`config.mk`:
```
export PLATFORM = sky130hd
export DESIGN_NAME = mouse_init_ctrl
export DESIGN_NICKNAME = d
export VERILOG_FILES = /design/src/rtl/mouse_pkg.sv /design/src/rtl/ps2_timeout_timer.sv /design/src/rtl/mouse_init_ctrl.sv
export SDC_FILE = /design/constraint.sdc
export NUM_CORES = 1
export LEC_CHECK = 0
export ABC_AREA = 1
export ABC_CLOCK_PERIOD_IN_PS = 4500
export CAP_MARGIN = 10
export CORE_ASPECT_RATIO = 2
export CORE_MARGIN = 2
export CORE_UTILIZATION = 43
export CTS_CLUSTER_SIZE = 24
export DETAILED_ROUTE_END_ITERATION = 12
export SLEW_MARGIN = 15
export SYNTH_ARGS = -nofsm -noshare
export SYNTH_HDL_FRONTEND = slang
export SYNTH_SLANG_ARGS = --single-unit
```
`constraint.sdc`:
```
create_clock -name clock -period 4.5 [get_ports clock]
set_input_delay 0.675 -clock clock [delete_from_list [all_inputs] [get_ports clock]]
set_output_delay 0.675 -clock clock [all_outputs]
set_load 0.05 [all_outputs]
```
`src/rtl/mouse_pkg.sv`:
```
// Shared types and PS/2 mouse protocol constants for the mouse configuration sequencer.
package mouse_pkg;

    typedef enum logic [2:0] {
        PH_SEND,
        PH_WAIT_TX,
        PH_WAIT_RSP,
        PH_STREAM,
        PH_FAIL
    } phase_t;

    typedef enum logic [2:0] {
        STEP_RST,
        STEP_RATE_CMD,
        STEP_RATE_ARG,
        STEP_RES_CMD,
        STEP_RES_ARG,
        STEP_EN
    } step_t;

    localparam logic [7:0] CMD_RESET    = 8'hFF;
    localparam logic [7:0] CMD_SET_RATE = 8'hF3;
    localparam logic [7:0] CMD_SET_RES  = 8'hE8;
    localparam logic [7:0] CMD_ENABLE   = 8'hF4;

    localparam logic [7:0] RSP_ACK    = 8'hFA;
    localparam logic [7:0] RSP_RESEND = 8'hFE;
    localparam logic [7:0] RSP_BAT_OK = 8'hAA;
    localparam logic [7:0] RSP_ID     = 8'h00;

    // The reset step is answered by ACK, BAT-OK and the device ID; every other step by ACK.
    function automatic logic [7:0] expected_rsp(input step_t step, input logic [1:0] idx);
        logic [7:0] rsp;
        rsp = RSP_ACK;
        if (step == STEP_RST) begin
            case (idx)
                2'd0:    rsp = RSP_ACK;
                2'd1:    rsp = RSP_BAT_OK;
                default: rsp = RSP_ID;
            endcase
        end
        return rsp;
    endfunction

    function automatic logic [1:0] last_rsp_idx(input step_t step);
        return (step == STEP_RST) ? 2'd2 : 2'd0;
    endfunction

endpackage

```
`src/rtl/ps2_timeout_timer.sv`:
```
// Response wait timer: reloads on clear, counts down while enabled, and flags expiry
// once TIMEOUT_CYCLES-1 enabled cycles have elapsed since the last clear.
module ps2_timeout_timer #(
    parameter int unsigned TIMEOUT_CYCLES = 50_000_000
) (
    input  logic clock,
    input  logic reset,
    input  logic clear,
    input  logic enable,
    output logic expired
);

    localparam int unsigned  W    = $clog2(TIMEOUT_CYCLES + 1);
    localparam logic [W-1:0] LOAD = W'(TIMEOUT_CYCLES - 1);

    logic [W-1:0] r_count;

    always_ff @(posedge clock or posedge reset) begin
        if (reset) begin
            r_count <= LOAD;
        end else if (clear) begin
            r_count <= LOAD;
        end else if (enable && (r_count != '0)) begin
            r_count <= r_count - W'(1);
        end
    end

    assign expired = enable && (r_count == '0);

endmodule

```
`src/rtl/mouse_init_ctrl.sv`:
```
// PS/2 mouse configuration sequencer: reset, set rate, set resolution, enable streaming,
// with per-step resend, full-sequence retries and a sticky FAIL state; then forwards stream bytes.
module mouse_init_ctrl
    import mouse_pkg::*;
#(
    parameter logic [7:0]  SAMPLE_RATE    = 8'd100,
    parameter logic [7:0]  RESOLUTION     = 8'h02,
    parameter int unsigned TIMEOUT_CYCLES = 50_000_000,
    parameter int unsigned MAX_RETRIES    = 3
) (
    input  logic       clock,
    input  logic       reset,
    input  logic       reinit,
    output logic [7:0] the_command,
    output logic       send_command,
    input  logic       command_was_sent,
    input  logic       error_communication_timed_out,
    input  logic [7:0] received_data,
    input  logic       received_data_en,
    output logic [7:0] data_out,
    output logic       data_out_en,
    output logic       ready,
    output logic       error,
    output logic [1:0] retries
);

    localparam logic [1:0] MAX_RETRIES_L = 2'(MAX_RETRIES);

    phase_t     r_phase, w_phase_next;
    step_t      r_step, w_step_next;
    logic [1:0] r_rsp_idx, w_rsp_idx_next;
    logic       r_resent, w_resent_next;
    logic [1:0] r_retries, w_retries_next;
    logic [7:0] r_cmd, w_cmd_next;
    logic       r_send, w_send_next;
    logic [7:0] r_data_out, w_data_out_next;
    logic       r_data_out_en, w_data_out_en_next;

    logic       w_timer_clear;
    logic       w_timer_enable;
    logic       w_timer_expired;
    logic       w_fail;
    logic [7:0] w_step_byte;

    always_comb begin
        case (r_step)
            STEP_RST:      w_step_byte = CMD_RESET;
            STEP_RATE_CMD: w_step_byte = CMD_SET_RATE;
            STEP_RATE_ARG: w_step_byte = SAMPLE_RATE;
            STEP_RES_CMD:  w_step_byte = CMD_SET_RES;
            STEP_RES_ARG:  w_step_byte = RESOLUTION;
            default:       w_step_byte = CMD_ENABLE;
        endcase
    end

    assign w_timer_enable = (r_phase == PH_WAIT_TX) || (r_phase == PH_WAIT_RSP);

    ps2_timeout_timer #(
        .TIMEOUT_CYCLES(TIMEOUT_CYCLES)
    ) u_timer (
        .clock  (clock),
        .reset  (reset),
        .clear  (w_timer_clear),
        .enable (w_timer_enable),
        .expired(w_timer_expired)
    );

    always_ff @(posedge clock or posedge reset) begin
        if (reset) begin
            r_phase       <= PH_SEND;
            r_step        <= STEP_RST;
            r_rsp_idx     <= '0;
            r_resent      <= 1'b0;
            r_retries     <= '0;
            r_cmd         <= '0;
            r_send        <= 1'b0;
            r_data_out    <= '0;
            r_data_out_en <= 1'b0;
        end else begin
            r_phase       <= w_phase_next;
            r_step        <= w_step_next;
            r_rsp_idx     <= w_rsp_idx_next;
            r_resent      <= w_resent_next;
            r_retries     <= w_retries_next;
            r_cmd         <= w_cmd_next;
            r_send        <= w_send_next;
            r_data_out    <= w_data_out_next;
            r_data_out_en <= w_data_out_en_next;
        end
    end

    always_comb begin
        w_phase_next       = r_phase;
        w_step_next        = r_step;
        w_rsp_idx_next     = r_rsp_idx;
        w_resent_next      = r_resent;
        w_retries_next     = r_retries;
        w_cmd_next         = r_cmd;
        w_send_next        = 1'b0;
        w_data_out_next    = r_data_out;
        w_data_out_en_next = 1'b0;
        w_timer_clear      = 1'b0;
        w_fail             = 1'b0;

        case (r_phase)
            PH_SEND: begin
                w_send_next   = 1'b1;
                w_cmd_next    = w_step_byte;
                w_phase_next  = PH_WAIT_TX;
                w_timer_clear = 1'b1;
            end
            PH_WAIT_TX: begin
                // Received bytes are ignored here: the mouse cannot answer a byte still in flight.
                if (command_was_sent) begin
                    w_phase_next  = PH_WAIT_RSP;
                    w_timer_clear = 1'b1;
                end else if (error_communication_timed_out || w_timer_expired) begin
                    w_fail = 1'b1;
                end
            end
            PH_WAIT_RSP: begin
                if (received_data_en) begin
                    if (received_data == expected_rsp(r_step, r_rsp_idx)) begin
                        if (r_rsp_idx != last_rsp_idx(r_step)) begin
                            w_rsp_idx_next = r_rsp_idx + 2'd1;
                            w_timer_clear  = 1'b1;
                        end else if (r_step == STEP_EN) begin
                            w_phase_next = PH_STREAM;
                        end else begin
                            w_step_next    = step_t'(r_step + 3'd1);
                            w_phase_next   = PH_SEND;
                            w_rsp_idx_next = '0;
                            w_resent_next  = 1'b0;
                        end
                    end else if ((received_data == RSP_RESEND) && !r_resent) begin
                        w_resent_next  = 1'b1;
                        w_rsp_idx_next = '0;
                        w_phase_next   = PH_SEND;
                    end else begin
                        w_fail = 1'b1;
                    end
                end else if (error_communication_timed_out || w_timer_expired) begin
                    w_fail = 1'b1;
                end
            end
            PH_STREAM: begin
                if (received_data_en) begin
                    w_data_out_next    = received_data;
                    w_data_out_en_next = 1'b1;
                end
            end
            default: ;
        endcase

        if (w_fail) begin
            if (r_retries < MAX_RETRIES_L) begin
                w_retries_next = r_retries + 2'd1;
                w_step_next    = STEP_RST;
                w_phase_next   = PH_SEND;
                w_rsp_idx_next = '0;
                w_resent_next  = 1'b0;
            end else begin
                w_phase_next = PH_FAIL;
            end
        end

        // reinit overrides any same-cycle byte, send completion or failure.
        if (reinit) begin
            w_phase_next       = PH_SEND;
            w_step_next        = STEP_RST;
            w_rsp_idx_next     = '0;
            w_resent_next      = 1'b0;
            w_retries_next     = '0;
            w_send_next        = 1'b0;
            w_data_out_en_next = 1'b0;
        end
    end

    assign the_command  = r_cmd;
    assign send_command = r_send;
    assign data_out     = r_data_out;
    assign data_out_en  = r_data_out_en;
    assign ready        = (r_phase == PH_STREAM);
    assign error        = (r_phase == PH_FAIL);
    assign retries      = r_retries;

endmodule

```
==> results of run 1 <==
layer usage:
layer | wire length (um) | track usage [%] | share of wire, %
met5 | 0 | 0 | 0
met4 | 443 | 13.1 | 5.4
met2 | 4800 | 41.7 | 59
met3 | 180 | 2.84 | 2.2
met1 | 2770 | 18.5 | 34
state kept, by name, indices dropped and copies added, names as in the netlist:
register	cells
the_command	7
r_step	3
retries	2
r_resent	1
data_out_en	1
r_phase	3
u_timer.r_count	26
send_command	1
r_rsp_idx	2
data_out	8
cells in the mapped netlist, types with 2 or more instances:
library cell and n:
sky130_fd_sc_hd__nand2_1 110, sky130_fd_sc_hd__nor2_1 77, sky130_fd_sc_hd__dfrtp_1 36, sky130_fd_sc_hd__inv_1 35, sky130_fd_sc_hd__nand3_1 27, sky130_fd_sc_hd__dfstp_2 18, sky130_fd_sc_hd__o21ai_0 14, sky130_fd_sc_hd__xor2_1 12
sky130_fd_sc_hd__a21oi_1 11, sky130_fd_sc_hd__ha_1 10, sky130_fd_sc_hd__nor3_1 7, sky130_fd_sc_hd__xnor2_1 7, sky130_fd_sc_hd__inv_2 6, sky130_fd_sc_hd__nand2_2 6, sky130_fd_sc_hd__nand4_1 6, sky130_fd_sc_hd__nand3_2 4
sky130_fd_sc_hd__nor2_2 4, sky130_fd_sc_hd__buf_6 3, sky130_fd_sc_hd__mux2_2 3, sky130_fd_sc_hd__nand2_4 3, sky130_fd_sc_hd__nor2_4 3, sky130_fd_sc_hd__a31oi_1 2
where the power goes:
group	internal [W]	total, W	switching [W]
sequential	0.000574	0.000636	0.0000620
combinational	0.000198	0.000651	0.000452
clock	0.000263	0.000444	0.000181
total	0.00103	0.00173	0.000695
kinds of logic after synthesis:
kind of cell	Yosys count	share of synthesized area [%]
compound gates	35	6.08
xor+xnor	19	5.15
flops	54	42.5
simple gates	253	34.9
fa+ha+maj	10	3.87
buf+inv	47	6.35
mux	3	1.05
area by class of cell:
cell class,instances,area share [%]
clock inverters,3,1.18
well taps,92,3.01
repair buffers,36,9.35
inverters,42,4.18
multi-input cells,320,43.1
flip-flops and latches,54,35.9
clock buffers,5,3.27
critical path, delay by kind of cell, from the launching register on:
family                 cells  cell delay [ns]
buffers and inverters      2             0.95
flip-flops                 1             0.45
AND/OR/NAND/NOR            1             0.34
per-stage QoR:
step	power, W	cell area [sq um]	utilization, %	worst slack (ns)
floorplan	0.00111	3230	-	2.05
global placement	0.00130	3660	50.3	2.00
detailed placement	0.00130	3660	50.3	1.98
CTS	0.00175	3830	52.7	1.76
global route	0.00182	3830	52.7	1.76
finish	0.00173	3830	52.7	1.78
worst paths after layout:
path | startpoint | to | depth (start not counted)
setup reg to reg | r_step[0] | u_timer.r_count[18] | 13
hold reg to reg | the_command[0] | the_command[0] | 2
setup / recovery | r_phase[0] | ready | 3
max in group asynchronous | reset | u_timer.r_count[18] | 3
min in group asynchronous | reset | data_out[3] | 3
hold / removal | the_command[0] | the_command[0] | 2
==> qor.yml, run 1 <==
drt:
  number_of_vias_after_detailed_routing: 2844
  drt_first_iter_violations: 124
  drc: 0
  vias_per_cell: 5.15
  final_antenna_net_count: 0
  firstDrtPassIters: 4
  wirelength_um: 8190
  routedWlPerCell_um: 14.8
yosys:
  yosys_register_bits: 54
  ys_warn_count: 0
  synth_top_area_share_pct: 27.9
  synth_ff_type: "sky130_fd_sc_hd__dfrtp_1"
  synthTopCellsByArea: "sky130_fd_sc_hd__dfrtp_1 (28%), sky130_fd_sc_hd__dfstp_2 (15%), sky130_fd_sc_hd__nand2_1 (13%)"
  syn-cell-area_sq_mm: 0.00323
  netlist_instances: 421
  netlist.top_cell.by_area: "sky130_fd_sc_hd__dfrtp_1"
  synth_edf_count: 0
  mappedNetlistNets: 445
  synth_seq_area_share_pct: 42.5
  synth_area_per_cell_sq_um: 7.67
  postSynth.asyncResetShare_pct: 100
  yosysUniqueCellTypes: 39
timing:
  hold_violations: 0
  layout_worst_path_cycle_share_pct: 60.5
  final.hold.worst_slack_ns: 0.481
  setup_violations: 0
  worst_slew_margin_rel_pct: 55.0
  setup-tns-final_ns: 0
  finalCriticalPeriod_ns: 2.72
  fmax_ghz: 0.367
  final-max-slew-violation-count: 0
  skew_ns: 0.0109
  setup_repair_after_global_routing_missed_its_margin: "false"
  tightest_slew_ns: 0.675
critical_path:
  crit_path_start_kind: "flop"
  reg2reg_slack_ns: 2.35
  cp_max_stage_delay_ns: 0.88
  timing.critical_path.fanout_max: 5
  timing.critical_path.to_type: "output port"
  worst_ep_arrival_time_ns: 2.05
  cp_cell_sequence: "inv_2 > nor3_1 > clkdlybuf4s50_1"
  crit_required_ns: 3.83
  critical-path-slowest-cell: "sky130_fd_sc_hd__clkdlybuf4s50_1"
  timing_worst_setup_path_type: "reg -> out"
cts:
  post_cts_buffers: 0
  clkSlewWorstSetupHoldPaths_ns: 0.07
  cts_buffers: 5
  post_cts_repair_resize_count: 0
  clock-root-buffer: "sky130_fd_sc_hd__clkbuf_16"
  worst_skew_pair_latency_ns: 0.30
  number_of_sinks_driven_by_the_clock_tree: 54
  holdBufCountCts: 0
  ctsLongestPathBuffers: 2
  clock_tree_from_tritoncts: "built"
  ctsHtreeMaxLevel: 2
finish:
  multi_input_area_sq_mm: 0.00165
  nFillCells: 740
  layout-drive-gt1-share_pct: 13.7
  area_delta_synth_final_pct: 18.5
  seqCellArea_sq_mm: 0.00137
  num_antenna_cells: 0
  layout.cells.non_filler: 552
  layout.cells.most_common: "sky130_fd_sc_hd__nand2_1"
  most-common-layout-cells: "sky130_fd_sc_hd__nand2_1 (110), sky130_fd_sc_hd__nor2_1 (77), sky130_fd_sc_hd__dfrtp_1 (36)"
  final_nets: 483
placement:
  port_buffers: 35
  place_inst: 544
  detailed_place_hpwl_um: 6500
  finalWeightedCongestion: 0.965
floorplanning:
  core_footprint_sq_mm: 0.00727
  y_dimension_of_the_die_um: 127
  floorplan.rows: 44
  design.die.area_sq_mm: 0.00826
  initial_core_util_pct: 44.4
  top_level_ports: 36
  die_width_um: 65.3
grt:
  grt_use_total_pct: 21.0
  grt_start_max_net_pins: 55
  grt_remaining_overflow: 0
  via_count_of_the_first_global_routing_pass: 2943
  grt_antenna_before_repair: 0
  grt_pass1_wl_um: 13200
power:
  power.density_cell_area_mw_per_mm2: 452
  cell_leakage_power_nw: 1.67
  vdd.ir_drop.worst_mv: 0.259
worst_hold_path:
  worst_hold_path_type: "reg -> reg"
run_status:
  outcome: "completed"
run:
  max_cap_viol_count: 0
No activity file was read; power rests on OpenSTA's default activity.
==> run 2, diff against run 1 <==
--- a/config.mk
+++ b/config.mk
@@ -6,13 +6,14 @@
 export NUM_CORES = 1
 export LEC_CHECK = 0
 export ABC_AREA = 1
-export ABC_CLOCK_PERIOD_IN_PS = 4500
+export ABC_CLOCK_PERIOD_IN_PS = 2330
 export CAP_MARGIN = 10
 export CORE_ASPECT_RATIO = 2
 export CORE_MARGIN = 2
 export CORE_UTILIZATION = 43
 export CTS_CLUSTER_SIZE = 24
 export DETAILED_ROUTE_END_ITERATION = 12
+export PLACE_DENSITY = 0.66
 export SLEW_MARGIN = 15
 export SYNTH_ARGS = -nofsm -noshare
 export SYNTH_HDL_FRONTEND = slang
==> constraint.sdc (replaced) <==
create_clock -name clock -period 2.33 [get_ports clock]
set_input_delay 0.3495 -clock clock [delete_from_list [all_inputs] [get_ports clock]]
set_output_delay 0.3495 -clock clock [all_outputs]
set_load 0.05 [all_outputs]
==> run 2 against run 1 <==
Against the previous run: clock skew down 0.0011 ns; die area unchanged; final area unchanged; worst setup slack worse by 1.6 ns; total power up 87%; final cell count unchanged; critical path depth unchanged; combinational power up 97%; register-to-register slack worse by 2.1 ns; global-route usage up 0.21 points; hold slack worse by 0.12 ns; highest routed layer unchanged; first-iteration DRC count up 29%.
==> qor.yml, run 2 (synthesis gave the netlist of run 1 again) <==
run_status:
  outcome: "completed"
grt:
  grt_use_total_pct: 21.2  # +0.21 points
  grt_remaining_overflow: 0  # unchanged
  via_count_of_the_first_global_routing_pass: 2891  # -1.8%
  grt_start_max_net_pins: 39  # -29%
  grt_antenna_before_repair: 0  # unchanged
  grt_pass1_wl_um: 13500  # +2.1%
timing:
  tightest_slew_ns: 0.535  # -0.141 ns
  finalCriticalPeriod_ns: 2.19
  worst_slew_margin_rel_pct: 64.2  # +9.2 points
  setup_violations: 0  # unchanged
  final-max-slew-violation-count: 0  # unchanged
  hold_violations: 0  # unchanged
  final.setup.worst_slack_ns: 0.143  # -1.63 ns
  fmax_ghz: 0.457
  final.hold.worst_slack_ns: 0.360  # -0.121 ns
  skew_ns: 0.00984  # -0.00110 ns
  layout_worst_path_cycle_share_pct: 93.9
drt:
  vias_per_cell: 5.11  # -0.77%
  final_antenna_net_count: 0  # unchanged
  routedWlPerCell_um: 14.7  # -1.0%
  drt_first_iter_violations: 160  # +29%
  wirelength_um: 8110  # -1.0%
  drc: 0  # unchanged
  firstDrtPassIters: 4  # unchanged
  number_of_vias_after_detailed_routing: 2822  # -0.77%
power:
  vdd.ir_drop.worst_mv: 0.475  # +83%
  power.density_cell_area_mw_per_mm2: 847  # +87%
  cell_leakage_power_nw: 1.69  # +1.2%
cts:
  worst_skew_pair_latency_ns: 0.30  # about the same
  clkSlewWorstSetupHoldPaths_ns: 0.07  # about the same
  number_of_sinks_driven_by_the_clock_tree: 54  # unchanged
  post_cts_buffers: 0  # unchanged
  clock_tree_from_tritoncts: "built"
  clock-root-buffer: "sky130_fd_sc_hd__clkbuf_16"
  ctsHtreeMaxLevel: 2  # unchanged
  ctsLongestPathBuffers: 2  # unchanged
  cts_buffers: 5  # unchanged
floorplanning:
  initial_core_util_pct: 44.4  # unchanged
  top_level_ports: 36  # unchanged
  floorplan.rows: 44  # unchanged
  design.die.area_sq_mm: 0.00826  # unchanged
  y_dimension_of_the_die_um: 127  # unchanged
  die_width_um: 65.3  # unchanged
  core_footprint_sq_mm: 0.00727  # unchanged
placement:
  placement.setup.worst_slack_ns: 0.0821  # -1.89 ns
  port_buffers: 35  # unchanged
  detailed_place_hpwl_um: 6380  # -1.9%
  finalWeightedCongestion: 0.919  # -4.7%
  placed_area_sq_mm: 0.00367  # +0.48%
critical_path:
  reg2reg_slack_ns: 0.22  # -2.13 ns
  worst_ep_arrival_time_ns: 1.84  # -0.21 ns
  critical-path-slowest-cell: "sky130_fd_sc_hd__clkdlybuf4s50_1"
  cp_max_stage_delay_ns: 0.85  # -0.03 ns
  crit_path_start_kind: "flop"
  stages_on_the_worst_setup_path: 3  # unchanged
  crit_required_ns: 1.98  # -1.85 ns
  timing.critical_path.to_type: "output port"
  cell_family_with_most_cp_delay: "buffers and inverters"
  reg2reg_depth: 13  # unchanged
  timing.critical_path.fanout_max: 4  # -1
  timing_worst_setup_path_type: "reg -> out"
  critical_path.n_buffers_inverters: 2  # unchanged
  cp_cell_sequence: "inv_1 > nor3_1 > clkdlybuf4s50_1"
finish:
  nFillCells: 719  # -2.8%
  final_core_util_pct: 52.7  # unchanged
  layout-drive-gt1-share_pct: 13.9  # +0.22 points
  flip_flop_count_of_the_largest_register_all_copies_and_words_added: 26  # unchanged
  layout.cell_area.non_filler_sq_mm: 0.00383  # unchanged
  largest_register: "u_timer.r_count"
  num_antenna_cells: 0  # unchanged
  layout.cells.most_common: "sky130_fd_sc_hd__nand2_1"
  final_nets: 483  # unchanged
  most-common-layout-cells: "sky130_fd_sc_hd__nand2_1 (110), sky130_fd_sc_hd__nor2_1 (77), sky130_fd_sc_hd__dfrtp_1 (36)"
  area_delta_synth_final_pct: 18.5  # unchanged
worst_hold_path:
  worst_hold_path_type: "in -> async"
run:
  max_cap_viol_count: 0  # unchanged
run 2: changes by cell type in the layout (fill, tap and decap cells not counted), sizes merged:
cell	delta
clkinv	+2
clkinvlp	-2
dlymetal6s2s	+1
bufinv	-1
clkbuf	+1
clkdlybuf4s50	-1
run 2: repair_timing:
action	in CTS	in global routing
gates resized for setup	0	3
hold buffers	0	0
setup endpoints to repair	0	9
endpoints found under the hold margin	0	0
run 2: layout make-up:
type | count | area [sq um] | area share, %
Multi-Input combinational cell | 320 | 1670 | 43.5
Sequential cell | 54 | 1370 | 35.9
Timing Repair Buffer | 36 | 373 | 9.74
Inverter | 42 | 160 | 4.18
Clock buffer | 6 | 129 | 3.37
Tap cell | 92 | 115 | 3.01
Clock inverter | 2 | 10.0 | 0.262
run 2: worst paths after layout:
| check | from | end |
|---|---|---|
| max | r_phase[2] | error |
| min | reset | u_timer.r_count[11] |
| max reg2reg | r_step[0] | u_timer.r_count[18] |
| min reg2reg | the_command[4] | the_command[4] |
| max in group asynchronous | reset | u_timer.r_count[25] |
| min in group clock | the_command[4] | the_command[4] |
run 2: routing by layer:
layer  wire [um]  vias to the layer above  share of wire (%)  track usage, %
met2        4790                       50                 59            41.5
met1        2820                     1334                 35            19.9
met5           0                        -                  0               0
met3         134                       24                1.7            3.10
li1            -                     1414                  -               -
met4         359                        0                4.4            11.6
run 2: power breakdown:
group          internal [W]  total (W)  leakage (nW)  switching (W)
Sequential          0.00111    0.00123         0.651       0.000123
Clock              0.000396   0.000732        0.0706       0.000336
Combinational      0.000391    0.00128         0.972       0.000887
Total               0.00189    0.00324          1.69        0.00135
run 2: metrics by stage:
stage / power [W] / instances / setup TNS, ns
finish: 0.00324 / 552 / 0
global route: 0.00340 / 552 / -0.0165
CTS: 0.00326 / 552 / 0
detailed placement: 0.00253 / 544 / 0
global placement: 0.00252 / 544 / 0
floorplan: 0.00215 / 421 / 0
==> run 3, diff against run 2 <==
--- a/config.mk
+++ b/config.mk
@@ -11,6 +11,7 @@
 export CORE_ASPECT_RATIO = 2
 export CORE_MARGIN = 2
 export CORE_UTILIZATION = 43
+export CTS_CLUSTER_DIAMETER = 80
 export CTS_CLUSTER_SIZE = 24
 export DETAILED_ROUTE_END_ITERATION = 12
 export PLACE_DENSITY = 0.66
==> results of run 3 <==
No change in the layout: final DEF, timing and power equal those of run 2.
